--- src/rtl/spi_master_mc.sv ---
// Parametrised SPI master: one word per valid/ready handshake, MSB first, per-frame CPOL/CPHA,
// active-low chip selects and MISO readback. Every output is a flop loaded from next-state values.
module spi_master_mc #(
    parameter int DATA_W   = 16,
    parameter int DIV      = 10,
    parameter int NCS      = 2,
    parameter int CS_W     = 1,
    parameter int CS_SETUP = 2,
    parameter int CS_HOLD  = 2,
    parameter int GAP      = 4
) (
    input  logic              clk_i,
    input  logic              reset_i,
    input  logic [DATA_W-1:0] tx_data_i,
    input  logic [CS_W-1:0]   tx_cs_i,
    input  logic              cpol_i,
    input  logic              cpha_i,
    input  logic              tx_valid_i,
    output logic              tx_ready_o,
    input  logic              miso_i,
    output logic              mosi_o,
    output logic              sck_o,
    output logic [NCS-1:0]    ncs_o,
    output logic              busy_o,
    output logic [DATA_W-1:0] rx_data_o,
    output logic              rx_valid_o,
    output logic              cs_err_o,
    output logic [2:0]        state_o
);
    // Handshake: a word is taken on a clock edge where tx_valid_i && tx_ready_o;
    // tx_ready_o is high only in IDLE and requests made while busy are dropped.
    localparam logic [2:0] S_IDLE  = 3'd0;
    localparam logic [2:0] S_SETUP = 3'd1;
    localparam logic [2:0] S_SHIFT = 3'd2;
    localparam logic [2:0] S_HOLD  = 3'd3;
    localparam logic [2:0] S_GAP   = 3'd4;

    localparam int M1      = (DIV > CS_SETUP) ? DIV : CS_SETUP;
    localparam int M2      = (M1 > CS_HOLD) ? M1 : CS_HOLD;
    localparam int CNT_MAX = (M2 > GAP) ? M2 : GAP;
    localparam int CNT_W   = $clog2(CNT_MAX + 1);
    localparam int BIT_W   = $clog2(DATA_W);

    localparam logic [CNT_W-1:0] SETUP_LAST = CNT_W'(CS_SETUP - 1);
    localparam logic [CNT_W-1:0] DIV_LAST   = CNT_W'(DIV - 1);
    localparam logic [CNT_W-1:0] HALF       = CNT_W'(DIV / 2);
    localparam logic [CNT_W-1:0] HOLD_LAST  = CNT_W'(CS_HOLD - 1);
    localparam logic [CNT_W-1:0] GAP_LAST   = CNT_W'((GAP > 0) ? GAP - 1 : 0);
    localparam logic [BIT_W-1:0] BIT_LAST   = BIT_W'(DATA_W - 1);

    logic [2:0]        state_q, state_d;
    logic [CNT_W-1:0]  cnt_q, cnt_d;
    logic [BIT_W-1:0]  bit_q, bit_d;
    logic [DATA_W-1:0] tx_sh_q, tx_sh_d;
    logic [DATA_W-1:0] rx_sh_q, rx_sh_d;
    logic [CS_W-1:0]   cs_q, cs_d;
    logic              cpol_q, cpol_d;
    logic              cpha_q, cpha_d;

    logic [NCS-1:0]    ncs_q, ncs_d;
    logic              sck_q, sck_d;
    logic              mosi_q, mosi_d;
    logic              busy_q, busy_d;
    logic              ready_q, ready_d;
    logic [DATA_W-1:0] rx_data_q, rx_data_d;
    logic              rx_valid_q, rx_valid_d;
    logic              cs_err_q, cs_err_d;
    logic              frame_act;

    always_comb begin
        state_d = state_q;
        cnt_d   = cnt_q;
        bit_d   = bit_q;
        tx_sh_d = tx_sh_q;
        rx_sh_d = rx_sh_q;
        cs_d    = cs_q;
        cpol_d  = cpol_q;
        cpha_d  = cpha_q;
        case (state_q)
            S_IDLE: begin
                if (tx_valid_i) begin
                    state_d = S_SETUP;
                    cnt_d   = '0;
                    tx_sh_d = tx_data_i;
                    cs_d    = tx_cs_i;
                    cpol_d  = cpol_i;
                    cpha_d  = cpha_i;
                end
            end
            S_SETUP: begin
                if (cnt_q == SETUP_LAST) begin
                    state_d = S_SHIFT;
                    cnt_d   = '0;
                    bit_d   = '0;
                end else begin
                    cnt_d = cnt_q + 1'b1;
                end
            end
            S_SHIFT: begin
                if (cnt_q == HALF) rx_sh_d = {rx_sh_q[DATA_W-2:0], miso_i};
                // The shift at the end of a bit period presents the next bit at cnt 0.
                if (cnt_q == DIV_LAST) begin
                    cnt_d   = '0;
                    tx_sh_d = {tx_sh_q[DATA_W-2:0], 1'b1};
                    if (bit_q == BIT_LAST) state_d = S_HOLD;
                    else bit_d = bit_q + 1'b1;
                end else begin
                    cnt_d = cnt_q + 1'b1;
                end
            end
            S_HOLD: begin
                if (cnt_q == HOLD_LAST) begin
                    cnt_d   = '0;
                    state_d = (GAP > 0) ? S_GAP : S_IDLE;
                end else begin
                    cnt_d = cnt_q + 1'b1;
                end
            end
            S_GAP: begin
                if (cnt_q == GAP_LAST) begin
                    cnt_d   = '0;
                    state_d = S_IDLE;
                end else begin
                    cnt_d = cnt_q + 1'b1;
                end
            end
            default: state_d = S_IDLE;
        endcase

        frame_act = (state_d == S_SETUP) || (state_d == S_SHIFT) || (state_d == S_HOLD);
        ncs_d = '1;
        for (int i = 0; i < NCS; i++) begin
            if (frame_act && (cs_d == CS_W'(i))) ncs_d[i] = 1'b0;
        end
        sck_d = cpol_d;
        if (state_d == S_SHIFT) begin
            if (cpha_d ? (cnt_d < HALF) : (cnt_d >= HALF)) sck_d = ~cpol_d;
        end
        mosi_d = 1'b1;
        if ((state_d == S_SETUP) || (state_d == S_SHIFT)) mosi_d = tx_sh_d[DATA_W-1];
        busy_d     = (state_d != S_IDLE);
        ready_d    = (state_d == S_IDLE);
        rx_valid_d = (state_d == S_HOLD) && (cnt_d == HOLD_LAST);
        rx_data_d  = rx_valid_d ? rx_sh_d : rx_data_q;
        cs_err_d   = rx_valid_d && (int'(cs_d) >= NCS);
    end

    always_ff @(posedge clk_i) begin
        if (reset_i) begin
            state_q    <= S_IDLE;
            cnt_q      <= '0;
            bit_q      <= '0;
            tx_sh_q    <= '0;
            rx_sh_q    <= '0;
            cs_q       <= '0;
            cpol_q     <= 1'b0;
            cpha_q     <= 1'b0;
            ncs_q      <= '1;
            sck_q      <= 1'b0;
            mosi_q     <= 1'b1;
            busy_q     <= 1'b0;
            ready_q    <= 1'b1;
            rx_data_q  <= '0;
            rx_valid_q <= 1'b0;
            cs_err_q   <= 1'b0;
        end else begin
            state_q    <= state_d;
            cnt_q      <= cnt_d;
            bit_q      <= bit_d;
            tx_sh_q    <= tx_sh_d;
            rx_sh_q    <= rx_sh_d;
            cs_q       <= cs_d;
            cpol_q     <= cpol_d;
            cpha_q     <= cpha_d;
            ncs_q      <= ncs_d;
            sck_q      <= sck_d;
            mosi_q     <= mosi_d;
            busy_q     <= busy_d;
            ready_q    <= ready_d;
            rx_data_q  <= rx_data_d;
            rx_valid_q <= rx_valid_d;
            cs_err_q   <= cs_err_d;
        end
    end

    assign tx_ready_o = ready_q;
    assign mosi_o     = mosi_q;
    assign sck_o      = sck_q;
    assign ncs_o      = ncs_q;
    assign busy_o     = busy_q;
    assign rx_data_o  = rx_data_q;
    assign rx_valid_o = rx_valid_q;
    assign cs_err_o   = cs_err_q;
    assign state_o    = state_q;
endmodule
--- config.mk ---
export PLATFORM = sky130hd
export DESIGN_NAME = spi_master_mc
export DESIGN_NICKNAME = d
export VERILOG_FILES = /design/src/rtl/spi_master_mc.sv
export SDC_FILE = /design/constraint.sdc
export NUM_CORES = 1
export LEC_CHECK = 0
export CAP_MARGIN = 40
export CORE_ASPECT_RATIO = 0.9
export CORE_MARGIN = 4
export CORE_UTILIZATION = 52
export CTS_CLUSTER_SIZE = 28
export DETAILED_ROUTE_END_ITERATION = 16
export MAX_ROUTING_LAYER = met4
export PLACE_DENSITY_LB_ADDON = 0.05
export REMOVE_ABC_BUFFERS = 1
export SYNTH_ARGS = -nofsm -noshare
export SYNTH_HDL_FRONTEND = slang
export SYNTH_SLANG_ARGS = --single-unit
--- constraint.sdc ---
create_clock -name clk_i -period 3.5 [get_ports clk_i]
set_input_delay 0.525 -clock clk_i [delete_from_list [all_inputs] [get_ports clk_i]]
set_output_delay 0.525 -clock clk_i [all_outputs]
set_load 0.02 [all_outputs]
# Word-level counts from Yosys, hierarchy flattened
# Index checks and enable logic that the tools add are counted.
[word_totals]
ram_bits = 0
latchBits = 0
output_inout_bits = 27
mem_bits_ro = 0
memories = 0
in_bits = 23
regBits = 69
[op_classes]
div_mod_pow = 0
bitwise_logic = 3
n_mux = 32
n_lt_le_gt_ge = 2
n_shift = 0
reduce_logical = 14
multipliers = 0
add_sub_neg = 2
n_eq_ne = 17
[op_table]
columns = ["operator", "n"]
rows = [
  ["2-to-1 mux 16 bit", 4],
  ["one-hot mux 16 bit (2 select lines)", 1],
  ["2-to-1 mux 4 bit", 7],
  ["2-to-1 mux 3 bit", 6],
  ["one-hot mux 4 bit (4 select lines)", 1],
  ["one-hot mux 3 bit (5 select lines)", 1],
  ["== test 3 x 2 -> 1 bit, second input constant", 4],
  ["2-to-1 mux 1 bit", 11],
  ["adder 4 x 1 -> 4 bit, second input constant", 2],
  ["== test 4 x 1 -> 1 bit, second input constant", 2],
  ["== test 4 bit, second input constant", 2],
  ["inequality test 2 bit, second input constant", 4],
  ["one-hot mux 4 bit (2 select lines)", 1],
  ["== test 3 x 1 -> 1 bit, second input constant", 2],
  ["logical NOT 3 bit", 2],
  ["== test 4 x 2 -> 1 bit, second input constant", 1],
  ["== test 4 x 3 -> 1 bit, second input constant", 1],
  ["greater-or-equal comparator 4 x 3 -> 1 bit, second input constant", 1],
  ["less-than comparator 4 x 3 -> 1 bit, second input constant", 1],
  ["AND reduction 4 bit", 1],
  ["nonzero test 2 bit", 2],
  ["OR reduction 2 bit", 2],
  ["== test 3 bit, second input constant", 1],
  ["logical AND 1 bit", 3],
  ["other kinds (4)", 7],
]

# Depth between registers and ports, before layout
[logic_depth]
depth_word = 9
depth_mapped = 10
ltp_nobuf = 9

# Least setup slack after synthesis
# No wires, ideal clock.
[synth_path]
path_type = "register -> register"
startpoint = "reg cnt_q[0]"
endpoint = "reg rx_data_q[0] (netlist: rx_data_o[0])"
path_stages_with_launch = 9
t_required_ns = 3.379
path_buffers = 1
slack_ns = 0.931
setup_ns = 0.121
t_arrival_ns = 2.448
cell_sequence = "dfxtp_1 -> ha_1 -> inv_1 -> o311a_1 -> o211a_1 -> o22a_2 -> nor4_4 -> buf_8 -> mux2_4"
[synth_between]
elab_chain_len = 5
word_cells_on_any_way = 20
cone_classes = "add/sub: 1; eq/ne: 6; mux: 12; reduce/logical: 1"
[synth_lines]
columns = ["element", "line_no", "text"]
rows = [
  ["from (decl)", "52", "logic [CNT_W-1:0] cnt_q, cnt_d;"],
  ["from (signal assigned)", "168", "cnt_q <= cnt_d;"],
  ["adder 4 x 1 -> 4 bit, or another cell as far along", "-", ""],
  ["2-to-1 mux 4 bit, or another cell as far along", "120", "if (cnt_q == GAP_LAST) begin"],
  ["one-hot mux 4 bit (4 select lines) / one-hot mux 3 bit (5 select lines) (equally long branches)", "79", "case (state_q)"],
  ["== test 4 x 1 -> 1 bit / == test 3 x 2 -> 1 bit (equally long branches)", "143", "rx_valid_d = (state_d == S_HOLD) && (cnt_d == HOLD_LAST);"],
  ["logical AND 1 bit", "143", ""],
  ["to (signal assigned)", "180", "rx_data_q <= rx_data_d;"],
  ["to (decl)", "65", "logic [DATA_W-1:0] rx_data_q, rx_data_d;"],
]
# Parallel ways exist; a longest one is shown, timed or not.
# A chain may end at the register's enable or synchronous reset.

# Worst setup path after layout
[layout_path]
startpoint = "reg cnt_q[0]"
endpoint = "reg rx_data_q[6] (netlist: rx_data_o[6])"
# Same word-level chain as after synthesis.

==> results_dict.tcl <==
set metrics [dict create \
    result_of_the_run "finished clean" \
    fmax_mhz 380 \
    worstPathMaxFanout 17 \
    slew_violations 0 \
    clk_pin_slew_ps 70 \
    finalHoldViolCount 0 \
    via_count_of_the_first_global_routing_pass 2147 \
    pwr-share-seq_pct 46.2 \
    vias 2207 \
    sink_count_of_the_clock_tree 69 \
    antenna_violating_nets_post_route 0 \
    worst_path_max_delay_cell "dfxtp_1" \
    reg2regPathDepth 8 \
    power.density_nw_per_um2 486 \
    remaining_drc_errors 0 \
    synth.most_common_cell "dfxtp_1" \
    wire_per_inst_um 13.4 \
    tritoncts "built" \
    yosys-top-cells-count "69 x dfxtp_1, 40 x nor2_1, 23 x nand2_1" \
    cts_buffers 9 \
    synth_area_leaders "dfxtp_1 47%, mux2i_1 6.5%, mux2_4 5.2%, nor2_1 5.2%, nor2b_1 4.3%" \
    die_y_um 79 \
    min_path_type "flop to flop" \
    floorplan.core_area_um2 5350 \
    launch_point_of_the_worst_hold_path "tx_sh_q[8]" \
    critical_path.cell_chain "ha_1 > inv_1 > o311a_1 > o211a_1 > o22a_2 > nor4_4 > buf_4 > mux2_2" \
    yosysTopAreaCell "dfxtp_1" \
    dp_slack_ps 645 \
    num_rows 25 \
    weighted_congestion_at_the_end_of_routability_driven_global_placement 0.854 \
    htree_levels 3 \
    holdBufCountCts 0 \
    total_leakage_power_nw 1.41 \
    timing.reg2reg.setup_slack_ps 870 \
    dr.first_iter.drc_count 107 \
    global_route_wire_length_before_repair_um 9720 \
    worst_clock_skew_ps 8.50 \
    final.setup.worst_slack_ps 871 \
    p_sw_share_pct 22.1 \
    nNetsFinal 371 \
    worst_ep_required_time_ps 3730 \
    timing.setup.tns_ps 0 \
    grt_util_all_layers_pct 18.6 \
    netlist.area_leader.share_pct 47.4 \
    total_switching_power_mw 0.396 \
    floorplan.initialDensity_pct 54.5 \
    period_share_pct 75.1 \
    unrepaired_setup_endpoints_after_global_routing "false" \
    yosysUniqueCellTypes 49 \
    fillers 434 \
    power_mw 1.79 \
    hold_path_end "tx_sh_q[8]" \
    totalWireLength_um 5590 \
    synth-seq-cells 69 \
    postCtsSetupRepairBufs 0 \
    antennaDiodeCount 0 \
    clock-root-buffer "clkbuf_8" \
    fp.dieW_um 86.9 \
    share_of_cells_above_drive_strength_1_pct 13.4 \
    fp.dieArea_um2 6860 \
    drt-pass1-iter-count 4 \
    r2r-start "cnt_q[0]" \
    synthesis.instances 300 \
    report.final.setup_viol 0 \
    cp_data_arrival_time_ps 2860 \
    antenna_found_initial 0 \
    combPwrFrac_pct 9.8 \
    worstHoldPathCells 2 \
    fin_cells 417 \
    worstSetupPathType "flop to flop" \
    synth_flop_cell "dfxtp_1" \
    worstSkewPairLatency_ps 340 \
    port_buffers 48 \
    synth_edf_count 0 \
    synth.yosys.warnings 0 \
    synth_sequential_area_ratio_pct 47.4 \
    max_stage_delay_ps 430 \
    cp-start-kind "flop" \
    cp-end-kind "flop" \
    max_cap_violations 0 \
    power_report.internal_total_mw 1.39 \
    hpwl_um 3790 \
    number_of_cells_upsized_or_downsized_after_cts 0 \
    rr_endpoint "rx_data_o[6]" \
    syn2layout_area_growth_pct 26.2 \
    syn-mean-instance-area_um2 9.71 \
    ir_worst_vdd_mv 0.309 \
    design.portCount 50 \
    post_drt_via_cell_ratio 5.29 \
    min_period_ps 2630 \
    synth-async-reset-ratio_pct 0 \
    placedCellCount 401 \
    clockPowerShare_pct 44.0 \
    cts_max_path_buffers 2 \
    mapped_area_um2 2910 \
    grt_start_max_net_pins 37 \
    grt-ovfl-total 0 \
]
metal layers:
layer	routed length, µm	up-vias	global-route usage, %	share of wire, %
met4	98	0	7.63	1.8
met1	2650	1026	23.1	47
met3	320	10	7.26	5.7
met5	0	-	-	0
li1	-	1121	-	-
met2	2520	50	26.9	45
power by group through the flow:
stage                     logic [mW]  clock network [mW]  registers (mW)
after floorplan               0.0855                   0           0.853
after global placement         0.171                   0           0.844
after detailed placement       0.175                   0           0.844
after CTS                      0.176               0.806           0.826
after global routing           0.193               0.845           0.830
final                          0.175               0.787           0.826
per-stage QoR:
step	cell area [µm²]	util, %	hold WS [ps]
3_3_place_gp	3410	63.7	442
3_5_place_dp	3430	64.1	446
2_1_floorplan	2800	-	430
6_report	3680	68.7	456
5_1_grt	3680	68.7	471
4_1_cts	3680	68.7	457
cell usage in the layout (no fill, tap or decap), drive strengths merged, types with 6 or more instances in the layout:
cell / count
inv: 6
mux2i: 19
dfxtp: 69
nor2b: 20
a22oi: 14
nand2: 23
buf: 8
mux2: 17
nor2: 40
clkbuf: 11
a21oi: 22
clkdlybuf4s50: 47
critical path: cells and delay by family, from the launching register on:
family,cells,cell delay (ps)
AO/OA/AOI/OAI,3,880
flip-flops,1,430
buffers and inverters,2,370
multiplexers,1,370
AND/OR/NAND/NOR,1,260
adder cells (fa/ha/maj),1,200
layout make-up:
type	count	area [µm²]	area share, %
sequential	69	1380	37.6
timing repair buffer	55	541	14.7
tap	67	83.8	2.28
multi-input combinational	204	1400	38.1
inverter	6	22.5	0.612
clock buffer	11	141	3.84
clock inverter	5	108	2.93
cell families (layout without fill, tap and decap cells):
family / after synthesis / in the layout / synth area share (%)
adder cells (fa/ha/maj): 3 / 3 / 1.29
multiplexers: 36 / 36 / 14.4
other: 1 / 1 / 0.129
flip-flops: 69 / 69 / 47.4
AND/OR/NAND/NOR: 105 / 105 / 18.3
XOR/XNOR: 3 / 3 / 0.902
buffers and inverters: 27 / 77 / 4.51
AO/OA/AOI/OAI: 56 / 56 / 13.1
registers in the layout, indices dropped and copies added, names as in the netlist:
name / cells
rx_data_o: 16
rx_sh_q: 16
tx_sh_q: 16
bit_q: 4
cnt_q: 4
state_o: 3
ncs_o: 2
busy_o: 1
cpha_q: 1
cpol_q: 1
cs_q: 1
mosi_o: 1
rx_valid_o: 1
sck_o: 1
tx_ready_o: 1
worst max-delay path by stage:
stage / startpoint / to
floorplan: state_o[1] / rx_data_o[10]
global placement: tx_valid_i / rx_data_o[7]
finish: cnt_q[0] / rx_data_o[6]
global route: cnt_q[0] / rx_data_o[6]
detailed placement: tx_valid_i / rx_data_o[9]
CTS: cnt_q[0] / rx_data_o[9]
(Power assumes the default switching activity.)
